--- src/rtl/control_loop_dac_out_if.sv ---
// SPI-side handshake bundle for control_loop_dac_out.
// master drives the framed word and request; slave returns completion.
interface control_loop_dac_out_if #(
  parameter int WORD_W = 24
);
  logic [WORD_W-1:0] spi_word;
  logic              spi_arm;
  logic              spi_finished;

  modport master (
    output spi_word,
    output spi_arm,
    input  spi_finished
  );

  modport slave (
    input  spi_word,
    input  spi_arm,
    output spi_finished
  );
endinterface

--- src/rtl/control_loop_dac_out.sv ---
// Scales a Q21.43 adjustment to DAC counts (bit-serial), saturates, writes via SPI.
// Optional output slew limiting: define CONTROL_LOOP_DAC_SLEW_EN.
module control_loop_dac_out #(
  parameter int CONSTS_WHOLE = 21,
  parameter int CONSTS_FRAC  = 43,
  parameter int DAC_WID      = 20,
  parameter int SCALE_WID    = 19,
  parameter int SCALE_FRAC   = 16,
  parameter logic [SCALE_WID-1:0] DAC_SCALE = 268435,
  parameter logic [3:0] DAC_CMD = 4'b0001
) (
  input  logic                 i_clk,
  input  logic                 i_rst,
  input  logic                 i_arm,
  output logic                 o_finished,
  input  logic [CONSTS_WHOLE+CONSTS_FRAC-1:0] i_adj_val,
  output logic [DAC_WID-1:0]   o_dac_code,
  output logic                 o_saturated,
`ifdef CONTROL_LOOP_DAC_SLEW_EN
  input  logic [DAC_WID-2:0]   i_slew_max,
`endif
  control_loop_dac_out_if.master spi
);

  localparam int ADJ_W = CONSTS_WHOLE + CONSTS_FRAC;
  localparam int ACC_W = ADJ_W + SCALE_WID;
  localparam int SHIFT = CONSTS_FRAC + SCALE_FRAC;
  localparam int CNT_W = $clog2(SCALE_WID);
  localparam int WRD_W = DAC_WID + 4;

  localparam logic signed [ACC_W-1:0] CODE_MAX =
    ACC_W'((2 ** (DAC_WID - 1)) - 1);
  localparam logic signed [ACC_W-1:0] CODE_MIN =
    ACC_W'(-(2 ** (DAC_WID - 1)));

  typedef enum logic [2:0] {
    S_IDLE,
    S_MUL,
    S_SAT,
`ifdef CONTROL_LOOP_DAC_SLEW_EN
    S_SLEW,
`endif
    S_SPI_REQ,
    S_SPI_WAIT,
    S_DONE
  } state_t;

  state_t r_state;
  state_t w_next;

  logic [ADJ_W-1:0]        r_adj;
  logic signed [ACC_W-1:0] r_acc;
  logic [CNT_W-1:0]        r_cnt;
  logic [DAC_WID-1:0]      r_code;
  logic                    r_sat;
  logic [DAC_WID-1:0]      r_dac;
  logic                    r_finished;
  logic                    r_spi_arm;
  logic [WRD_W-1:0]        r_spi_word;

  logic signed [ACC_W-1:0] w_adj_ext;
  logic signed [ACC_W-1:0] w_addend;
  logic signed [ACC_W-1:0] w_shr;
  logic [DAC_WID-1:0]      w_sat_code;
  logic                    w_sat_hit;

  assign w_adj_ext = {{SCALE_WID{r_adj[ADJ_W-1]}}, r_adj};
  assign w_addend  = w_adj_ext << r_cnt;
  // Arithmetic shift floors toward -inf, matching the DAC rounding rule.
  assign w_shr     = r_acc >>> SHIFT;

  always_comb begin
    w_sat_code = w_shr[DAC_WID-1:0];
    w_sat_hit  = 1'b0;
    if (w_shr > CODE_MAX) begin
      w_sat_code = CODE_MAX[DAC_WID-1:0];
      w_sat_hit  = 1'b1;
    end else if (w_shr < CODE_MIN) begin
      w_sat_code = CODE_MIN[DAC_WID-1:0];
      w_sat_hit  = 1'b1;
    end
  end

`ifdef CONTROL_LOOP_DAC_SLEW_EN
  localparam logic signed [DAC_WID:0] LIM_MAX =
    (DAC_WID+1)'((2 ** (DAC_WID - 1)) - 1);
  localparam logic signed [DAC_WID:0] LIM_MIN =
    (DAC_WID+1)'(-(2 ** (DAC_WID - 1)));

  logic signed [DAC_WID:0] w_cur;
  logic signed [DAC_WID:0] w_req;
  logic signed [DAC_WID:0] w_lo;
  logic signed [DAC_WID:0] w_hi;
  logic signed [DAC_WID:0] w_slew_v;
  logic [DAC_WID-1:0]      w_slew_code;
  logic                    w_slew_hit;

  assign w_cur = {r_dac[DAC_WID-1], r_dac};
  assign w_req = {r_code[DAC_WID-1], r_code};
  assign w_lo  = w_cur - {2'b00, i_slew_max};
  assign w_hi  = w_cur + {2'b00, i_slew_max};

  always_comb begin
    w_slew_v   = w_req;
    w_slew_hit = 1'b0;
    if (w_req < w_lo) begin
      w_slew_v   = w_lo;
      w_slew_hit = 1'b1;
    end else if (w_req > w_hi) begin
      w_slew_v   = w_hi;
      w_slew_hit = 1'b1;
    end
    if (w_slew_v > LIM_MAX) begin
      w_slew_v = LIM_MAX;
    end else if (w_slew_v < LIM_MIN) begin
      w_slew_v = LIM_MIN;
    end
    w_slew_code = w_slew_v[DAC_WID-1:0];
  end
`endif

  always_ff @(posedge i_clk) begin
    if (i_rst) r_state <= S_IDLE;
    else       r_state <= w_next;
  end

  always_comb begin
    w_next = r_state;
    unique case (r_state)
      S_IDLE:     if (i_arm) w_next = S_MUL;
      S_MUL:      if (r_cnt == CNT_W'(SCALE_WID - 1)) w_next = S_SAT;
`ifdef CONTROL_LOOP_DAC_SLEW_EN
      S_SAT:      w_next = S_SLEW;
      S_SLEW:     w_next = S_SPI_REQ;
`else
      S_SAT:      w_next = S_SPI_REQ;
`endif
      S_SPI_REQ:  if (!spi.spi_finished) w_next = S_SPI_WAIT;
      S_SPI_WAIT: if (spi.spi_finished) w_next = S_DONE;
      S_DONE:     if (!i_arm) w_next = S_IDLE;
      default:    w_next = S_IDLE;
    endcase
  end

  always_ff @(posedge i_clk) begin
    if (i_rst) begin
      r_adj      <= '0;
      r_acc      <= '0;
      r_cnt      <= '0;
      r_code     <= '0;
      r_sat      <= 1'b0;
      r_dac      <= '0;
      r_finished <= 1'b0;
      r_spi_arm  <= 1'b0;
      r_spi_word <= '0;
    end else begin
      unique case (r_state)
        S_IDLE: begin
          r_finished <= 1'b0;
          if (i_arm) begin
            r_adj <= i_adj_val;
            r_acc <= '0;
            r_cnt <= '0;
          end
        end
        S_MUL: begin
          if (DAC_SCALE[r_cnt]) r_acc <= r_acc + w_addend;
          r_cnt <= r_cnt + CNT_W'(1);
        end
        S_SAT: begin
          r_code <= w_sat_code;
          r_sat  <= w_sat_hit;
        end
`ifdef CONTROL_LOOP_DAC_SLEW_EN
        S_SLEW: begin
          r_code <= w_slew_code;
          r_sat  <= r_sat | w_slew_hit;
        end
`endif
        S_SPI_REQ: begin
          if (!spi.spi_finished) begin
            r_spi_word <= {DAC_CMD, r_code};
            r_spi_arm  <= 1'b1;
          end
        end
        S_SPI_WAIT: begin
          if (spi.spi_finished) begin
            r_spi_arm  <= 1'b0;
            r_dac      <= r_code;
            r_finished <= 1'b1;
          end
        end
        S_DONE: begin
          if (!i_arm) r_finished <= 1'b0;
        end
        default: ;
      endcase
    end
  end

  assign o_finished   = r_finished;
  assign o_dac_code   = r_dac;
  assign o_saturated  = r_sat;
  assign spi.spi_word = r_spi_word;
  assign spi.spi_arm  = r_spi_arm;

endmodule

--- src/flat_wrapper.sv ---
// flat-port wrapper written by rule: the top's interface ports become plain ports
module control_loop_dac_out_flat 
#(
  parameter int CONSTS_WHOLE = 21,
  parameter int CONSTS_FRAC  = 43,
  parameter int DAC_WID      = 20,
  parameter int SCALE_WID    = 19,
  parameter int SCALE_FRAC   = 16,
  parameter logic [SCALE_WID-1:0] DAC_SCALE = 268435,
  parameter logic [3:0] DAC_CMD = 4'b0001
)
  (i_clk, i_rst, i_arm, o_finished, i_adj_val, o_dac_code, o_saturated, spi_spi_word, spi_spi_arm, spi_spi_finished);
  control_loop_dac_out_if spi_i ();
  input  logic i_clk;
  input  logic i_rst;
  input  logic i_arm;
  output logic o_finished;
  input  logic [CONSTS_WHOLE+CONSTS_FRAC-1:0] i_adj_val;
  output logic [DAC_WID-1:0] o_dac_code;
  output logic o_saturated;
  output wire logic [$bits(spi_i.spi_word)-1:0] spi_spi_word;
  output wire logic [$bits(spi_i.spi_arm)-1:0] spi_spi_arm;
  input wire logic [$bits(spi_i.spi_finished)-1:0] spi_spi_finished;
  assign spi_spi_word = spi_i.spi_word;
  assign spi_spi_arm = spi_i.spi_arm;
  assign spi_i.spi_finished = spi_spi_finished;
  control_loop_dac_out #(.CONSTS_WHOLE(CONSTS_WHOLE), .CONSTS_FRAC(CONSTS_FRAC), .DAC_WID(DAC_WID), .SCALE_WID(SCALE_WID), .SCALE_FRAC(SCALE_FRAC), .DAC_SCALE(DAC_SCALE), .DAC_CMD(DAC_CMD)) u_core (.i_clk(i_clk), .i_rst(i_rst), .i_arm(i_arm), .o_finished(o_finished), .i_adj_val(i_adj_val), .o_dac_code(o_dac_code), .o_saturated(o_saturated), .spi(spi_i));
endmodule
--- config.mk ---
export PLATFORM = sky130hd
export DESIGN_NAME = control_loop_dac_out_flat
export DESIGN_NICKNAME = d
export VERILOG_FILES = /design/src/rtl/control_loop_dac_out_if.sv /design/src/rtl/control_loop_dac_out.sv /design/src/flat_wrapper.sv
export SDC_FILE = /design/constraint.sdc
export NUM_CORES = 1
export LEC_CHECK = 0
export ABC_CLOCK_PERIOD_IN_PS = 4800
export CAP_MARGIN = 20
export CORE_ASPECT_RATIO = 0.6
export CORE_MARGIN = 2
export CORE_UTILIZATION = 55
export DETAILED_ROUTE_END_ITERATION = 8
export GPL_TIMING_DRIVEN = 0
export PLACE_DENSITY = 0.78
export SLEW_MARGIN = 20
export SYNTH_ARGS = -nofsm -noshare
export SYNTH_HDL_FRONTEND = slang
export SYNTH_SLANG_ARGS = --single-unit
--- constraint.sdc ---
create_clock -name i_clk -period 4.8 [get_ports i_clk]
set_clock_uncertainty 0.15 [all_clocks]
set_input_delay 0.96 -clock i_clk [delete_from_list [all_inputs] [get_ports i_clk]]
set_output_delay 0.96 -clock i_clk [all_outputs]
set_load 0.01 [all_outputs]
==> summary.md, run 1 <==
| Metric | Value |
|---|---|
| Vias in the first global route | `16300` |
| Final period utilization | `1.01` |
| Port-buffer cells | `111` |
| Synth Area in Compound Gates | `0.234` |
| Max Root-Sink Buffers | `3` |
| Mapped Cells | `2224` |
| Fin crit period | `4.87 ns` |
| Total iterations of the first detailed-routing run | `8` |
| Met2 Usage GRT | `0.484` |
| Adder-cell share of the synthesized area | `0.0653` |
| Post-route ant nets | `0` |
| Final WL | `65100 microns` |
| Crit path to | `u_core.r_acc[82]` |
| Failing checks | `setup timing` |
| Largest family of logic cells by synthesized area | `compound AO/OA/AOI/OAI gates` |
| Wire per inst | `23.1 microns` |
| Met1 Use GR | `0.602` |
| First-pass GRT wire length | `95500 microns` |
| Initial Utilization | `0.560` |
| DP HPWL | `49200 microns` |
| # IOs | `115` |
| Post-synth EDFFs | `0` |
| Cell Rows | `49` |
| Setup CP Type | `register to register` |
| Flops & latches, synth | `220` |
| Hold slack | `0.307 ns` |
| Setup TNS | `-0.159 ns` |
| Die area | `0.0320 sq mm` |
| H-tree depth | `1` |
| CTS tree | `built` |
| Die H | `139 microns` |
| Synth Area in XOR/XNOR | `0.0360` |
| R2r worst-path depth | `20` |
| Post-route DRC | `0` |
| Largest net degree at the start of global routing | `16` |
| Core area | `0.0300 sq mm` |
| Clock-pin transition on the worst setup and hold timing paths | `0.07 ns` |
| Met3 usage | `0.138` |
| Proportion of synthesized area in mux cells | `0.143` |
| Final Max Tran Viols | `0` |
| Final hold vios | `0` |
| Clock sink count | `220` |
| Max-Cap Viols | `0` |
| CP required | `5.07 ns` |
| Unrepaired setup endpoints after global routing | `yes` |
| Worst r2r dst | `u_core.r_acc[82]` |
| Initial antenna violation count | `1` |
| Prevailing post-synth register cell | `dfxtp_1` |
| Maximum VDD drop | `264 uV` |
| Die X | `230 microns` |
| CTS buffer count | `22` |
| Worst-path fanout max | `7` |
| Critical path startpoint | `u_core.r_cnt[0]` |
| Synthesis-to-finish area growth | `24.7%` |
| Gpl congestion | `1.00` |
| Total track usage | `0.381` |
| Syn_area_per_cell | `7.55 sq um` |
| Worst Setup Start Kind | `register` |
| DR vias | `18600` |
| Nets | `2553` |
| Vias per inst | `6.58` |
| Post-synth ARST share | `0` |
| GRT busiest layer | `met1` |
| Max Clk Rate | `206 MHz` |
| Crit path DAT | `5.14 ns` |
| Clock tree root driver cell | `clkbuf_16` |
| Worst-Skew Late Latency | `0.54 ns` |
| DRT iter0 DRCs | `2602` |
| Post-Synth Simple-Gate Area | `0.213` |
| Nature of the critical path endpoint | `register` |
| Setup-failing EPs final | `6` |
| Area leader, netlist | `dfxtp_1` |
| Share of cells above drive strength 1 | `0.168` |
| Worst hold path type | `register to register` |
| Proportion of netlist area held by the largest area contributor | `0.262` |
| Slew at the pin closest to its max-slew limit | `1.09 ns` |
| Final WS setup | `-0.0658 ns` |
| Synth top area cells | `dfxtp_1 (26%), nand2_1 (12%), a21oi_1 (9.1%), mux4_2 (7.4%), ha_1 (6.4%)` |
| Pwr dens | `238 mW/mm^2` |
| Post-Syn Area | `0.0168 sq mm` |
| Slew headroom | `0.270` |
| Sequential area share after synthesis | `0.262` |
| Status | `complete, but fails checks` |
| Synth unique cells | `83` |
| R2r setup slk | `-0.07 ns` |
| Pleak | `7.63 nW` |
| Synth warnings | `0` |
| Grt ovf | `0` |
| FF-to-FF Start | `u_core.r_cnt[0]` |
## kinds of logic (layout without fill, tap and decap cells)
kind of cell	count (synthesis)	count (layout)
simple gates	829	829
compound gates	643	643
flops	220	220
buf+inv	206	393
mux	169	169
fa+ha+maj	87	87
xor+xnor	69	69
other cells	1	4
## worst max-delay path, stage by stage (launching register included)
cell       delay [ns]
dfxtp_4          0.39
buf_12           0.14
buf_12           0.13
mux4_2           0.58
mux2i_4          0.22
o22ai_2          0.11
and2_4           0.19
ha_1             0.27
buf_4            0.14
nand4_1          0.20
buf_4            0.23
nor2_4           0.09
o211ai_4         0.09
a41oi_4          0.26
a2111oi_4        0.11
buf_4            0.18
o31ai_4          0.31
nand4_4          0.24
a211oi_4         0.41
nor3_1           0.09
a211o_1          0.23
## repair_timing
item                       CTS  global route
hold buffers                 0             0
gates resized for setup    160           175
gates cloned                 0             3
setup buffers               24            35
setup endpoints to repair   66            43
pin swaps                   20            40
## routing by layer
metal,vias to the layer above,part of all wire
li1,8285,-
met1,8695,0.43
met2,1401,0.37
met3,180,0.17
met4,0,0.027
met5,-,0
## Yosys cell counts (14+ instances only)
cell type,number
o21ai_0,129
o21bai_1,24
ha_1,86
xor2_1,24
a21oi_1,304
dfxtp_1,220
a211oi_1,19
a21o_1,36
xnor2_1,45
clkbuf_1,141
nor3_1,20
nand4_1,36
mux4_2,55
buf_1,23
nor2_1,100
nand2_1,520
mux2i_1,102
nand3_1,63
inv_1,35
o21a_1,14
and3_1,15
nor2b_1,14
## final cells by class
type                            instances  area [sq um]
Inverter                               36           139
Clock inverter                          8           101
Clock buffer                           31           646
Timing Repair Buffer                  173          1630
Buffer                                145           756
Antenna cell                            1          2.50
Multi-Input combinational cell       1800         12700
Sequential cell                       220          4410
Tap cell                              408           510
Fill cell                            2442          9040
## report_power, final
group / switching (mW) / internal [mW] / total [mW]
clock network: 0.799 / 1.05 / 1.85
logic: 0.704 / 0.465 / 1.17
registers: 0.0773 / 1.89 / 1.96
total: 1.58 / 3.40 / 4.98
## layout by cell type (no fill, tap or decap), types with 15 or more instances in the layout
master,count
mux2i_4,19
nand4_1,36
inv_1,34
ha_1,53
ha_2,19
a21o_1,36
xor2_1,24
o21ai_1,21
xnor2_1,45
clkbuf_16,26
dfxtp_1,218
a21oi_2,22
buf_1,15
mux2i_2,29
mux4_2,55
clkbuf_1,93
o21bai_1,23
nor2_1,95
clkbuf_2,16
nor3_1,17
a21oi_1,279
buf_4,67
clkdlybuf4s50_1,111
o21ai_0,106
mux2i_1,54
nand2_1,514
nand3_1,60
## worst min path at each step
stage,endpoint,slack (ns),cells after the start,start
5_1_grt,u_core.o_dac_code[3],0.33,2,u_core.o_dac_code[3]
6_report,u_core.o_dac_code[13],0.31,2,u_core.o_dac_code[13]
2_1_floorplan,u_core.r_acc[39],0.28,2,u_core.r_acc[39]
3_3_place_gp,u_core.r_acc[42],0.29,2,u_core.r_acc[42]
4_1_cts,u_core.spi.spi_word[9],0.31,2,u_core.spi.spi_word[9]
3_5_place_dp,u_core.spi.spi_word[9],0.30,2,u_core.spi.spi_word[9]
## flip-flops by register name, summed over array words and instances, names as in the netlist, named ones only
name                 count
u_core.r_cnt             5
u_core.r_state           3
u_core.spi.spi_word     21
u_core.spi.spi_arm       1
u_core.r_adj            64
u_core.o_finished        1
u_core.r_code           20
u_core.r_acc            83
u_core.o_saturated       1
u_core.o_dac_code       20
## through the flow
step	cells	setup slack (ns)	utilization	power (mW)	cell area, sq um
final	2822	-0.0658	0.698	4.98	20900
after global routing	2821	-0.114	0.698	5.12	20900
after CTS	2794	0.00143	0.665	4.80	19900
after detailed placement	2745	-1.81	0.615	2.93	18400
after global placement	2745	-1.78	0.615	2.91	18400
after floorplan	2226	0.0132	-	2.60	16800
(Power assumes the default switching activity.)
==> inputs of run 2 (changes only) <==
CTS_CLUSTER_DIAMETER = 200   (was default)
GPL_ROUTABILITY_DRIVEN = 0   (was default)
SKIP_CTS_REPAIR_TIMING = 1   (was default)
==> summary.md, run 2 (synthesis gave the netlist of run 1 again) <==
| Metric | Value |
|---|---|
| DP HPWL | `45800 microns` |
| Die X | `230 microns` |
| Worst-path fanout max | `6` |
| Cell Rows | `49` |
| Max reg flops | `83` |
| Power consumption | `4.93 mW` |
| DRT iter0 DRCs | `3205` |
| Register area | `0.00441 sq mm` |
| Core area | `0.0300 sq mm` |
| Sw Pwr | `1.58 mW` |
| Unrepaired setup endpoints after global routing | `yes` |
| Vias in the first global route | `16000` |
| CTS buffer count | `23` |
| Setup CP Type | `register to register` |
| HP Start | `u_core.o_dac_code[2]` |
| Final period utilization | `1.01` |
| Worst-Skew Late Latency | `0.56 ns` |
| Largest Register | `u_core.r_acc` |
| Failing checks | `setup timing` |
| Total track usage | `0.352` |
| Nature of the critical path endpoint | `register` |
| Pwr dens | `240 mW/mm^2` |
| FF-to-FF Start | `u_core.r_cnt[0]` |
| Die H | `139 microns` |
| Nets | `2536` |
| # fillers | `2425` |
| Largest net degree at the start of global routing | `17` |
| Post-route ant nets | `0` |
| CP required | `5.10 ns` |
| Post-route DRC | `0` |
| Initial antenna violation count | `1` |
| Logic pwr share | `0.224` |
| Clock-pin transition on the worst setup and hold timing paths | `0.07 ns` |
| Setup-failing EPs final | `7` |
| Status | `complete, but fails checks` |
| Wire per inst | `21.7 microns` |
| Final Non-Filler Cells | `2806` |
| H-tree depth | `1` |
| Slew headroom | `0.312` |
| Cell count after placement | `2746` |
| Vias per inst | `6.56` |
| Port-buffer cells | `111` |
| Final WL | `60800 microns` |
| Worst Setup Start Kind | `register` |
| Final antenna diode count | `0` |
| Clock tree root driver cell | `clkbuf_16` |
| Die area | `0.0320 sq mm` |
| Most frequent cells in the layout | `nand2_1 (516), a21oi_1 (281), dfxtp_1 (218)` |
| DR vias | `18400` |
| Pleak | `7.54 nW` |
| Grt ovf | `0` |
| Part of the power in registers | `0.397` |
| DP Worst Slack | `-1.62 ns` |
| Max Clk Rate | `206 MHz` |
| Finished Core Util | `0.686` |
| CTS tree | `built` |
| Maximum VDD drop | `270 uV` |
| # IOs | `115` |
| Commonest non-fill, non-tap cell in the layout | `nand2_1` |
| Max Root-Sink Buffers | `3` |
| Sw Ratio | `0.320` |
| Clock Power Share | `0.379` |
| Synthesis-to-finish area growth | `22.6%` |
| Max-Cap Viols | `0` |
| Worst hold path type | `register to register` |
| Critical path startpoint | `u_core.r_cnt[0]` |
| Final hold vios | `0` |
| Clock sink count | `220` |
| Total iterations of the first detailed-routing run | `8` |
| Share of cells above drive strength 1 | `0.156` |
| Fin crit period | `4.85 ns` |
| Internal power | `3.35 mW` |
| Final Max Tran Viols | `0` |
| Crit path DAT | `5.14 ns` |
| Final WS setup | `-0.0456 ns` |
| First-pass GRT wire length | `89800 microns` |
| Initial Utilization | `0.560` |
| Area of the multi-input gates | `0.0125 sq mm` |
| Slew at the pin closest to its max-slew limit | `1.03 ns` |
==> run 2: cell count changes in the layout (fill, tap and decap cells not counted), moves of 4 or more <==
cell	before	now
buf_4	67	45
buf_6	3	8
clkbuf_8	7	2
mux2i_1	54	69
mux2i_4	19	3
o21ai_0	106	112
o21ai_1	21	12
o21ai_2	7	11
o22ai_1	6	2
o22ai_2	6	11
==> run 2: path summary, 6_finish.rpt <==
path	endpoint	slack, ns	depth (start not counted)
hold reg to reg	u_core.o_dac_code[2]	0.30	2
setup / recovery	u_core.r_acc[82]	-0.05	18
hold / removal	u_core.o_dac_code[2]	0.30	2
setup reg to reg	u_core.r_acc[82]	-0.05	18
==> run 2: power by group through the flow <==
| stage | sequential, mW | combinational (mW) | clock [mW] |
|---|---|---|---|
| after floorplan | 1.96 | 0.637 | 0 |
| after global placement | 1.98 | 0.901 | 0 |
| after detailed placement | 1.99 | 0.928 | 0 |
| after CTS | 1.95 | 0.935 | 1.87 |
| after global routing | 1.96 | 1.17 | 1.95 |
| final | 1.96 | 1.10 | 1.87 |
==> run 2: through the flow <==
stage | hold slack [ns] | area [sq um] | TNS, ns
after CTS | 0.306 | 19200 | -55.41
after floorplan | 0.282 | 16800 | 0
after global routing | 0.319 | 20600 | -1.48
after global placement | 0.293 | 18400 | -47.50
after detailed placement | 0.297 | 18400 | -52.04
final | 0.304 | 20600 | -0.112
==> run 2: layout make-up <==
type                    instances  share of cell area
repair buffers                158              0.0754
inverters                      36             0.00675
well taps                     408              0.0248
flip-flops and latches        220               0.214
multi-input cells            1800               0.607
clock buffers                  27              0.0297
clock inverters                15             0.00754
plain buffers                 142              0.0347
==> run 2: critical path, stage by stage, from the launching register on <==
cell and delay [ns]:
dfxtp_4 0.38, clkbuf_16 0.15, clkbuf_16 0.14, mux4_2 0.56
mux2i_2 0.27, mux2_2 0.23, nor2_1 0.08, ha_4 0.35
nand4_1 0.23, nor2_2 0.23, o211ai_4 0.12, a41oi_4 0.26
a2111oi_4 0.12, buf_4 0.18, o31ai_4 0.31, nand4_4 0.24
a211oi_4 0.43, nor3_2 0.07, a211o_1 0.23
==> run 2: layer usage <==
metal,vias to the layer above,track usage,wire [microns]
li1,8244,-,-
met1,8559,0.543,26000
met5,-,0,48
met3,170,0.118,9810
met2,1420,0.464,23400
met4,2,0.0725,1610
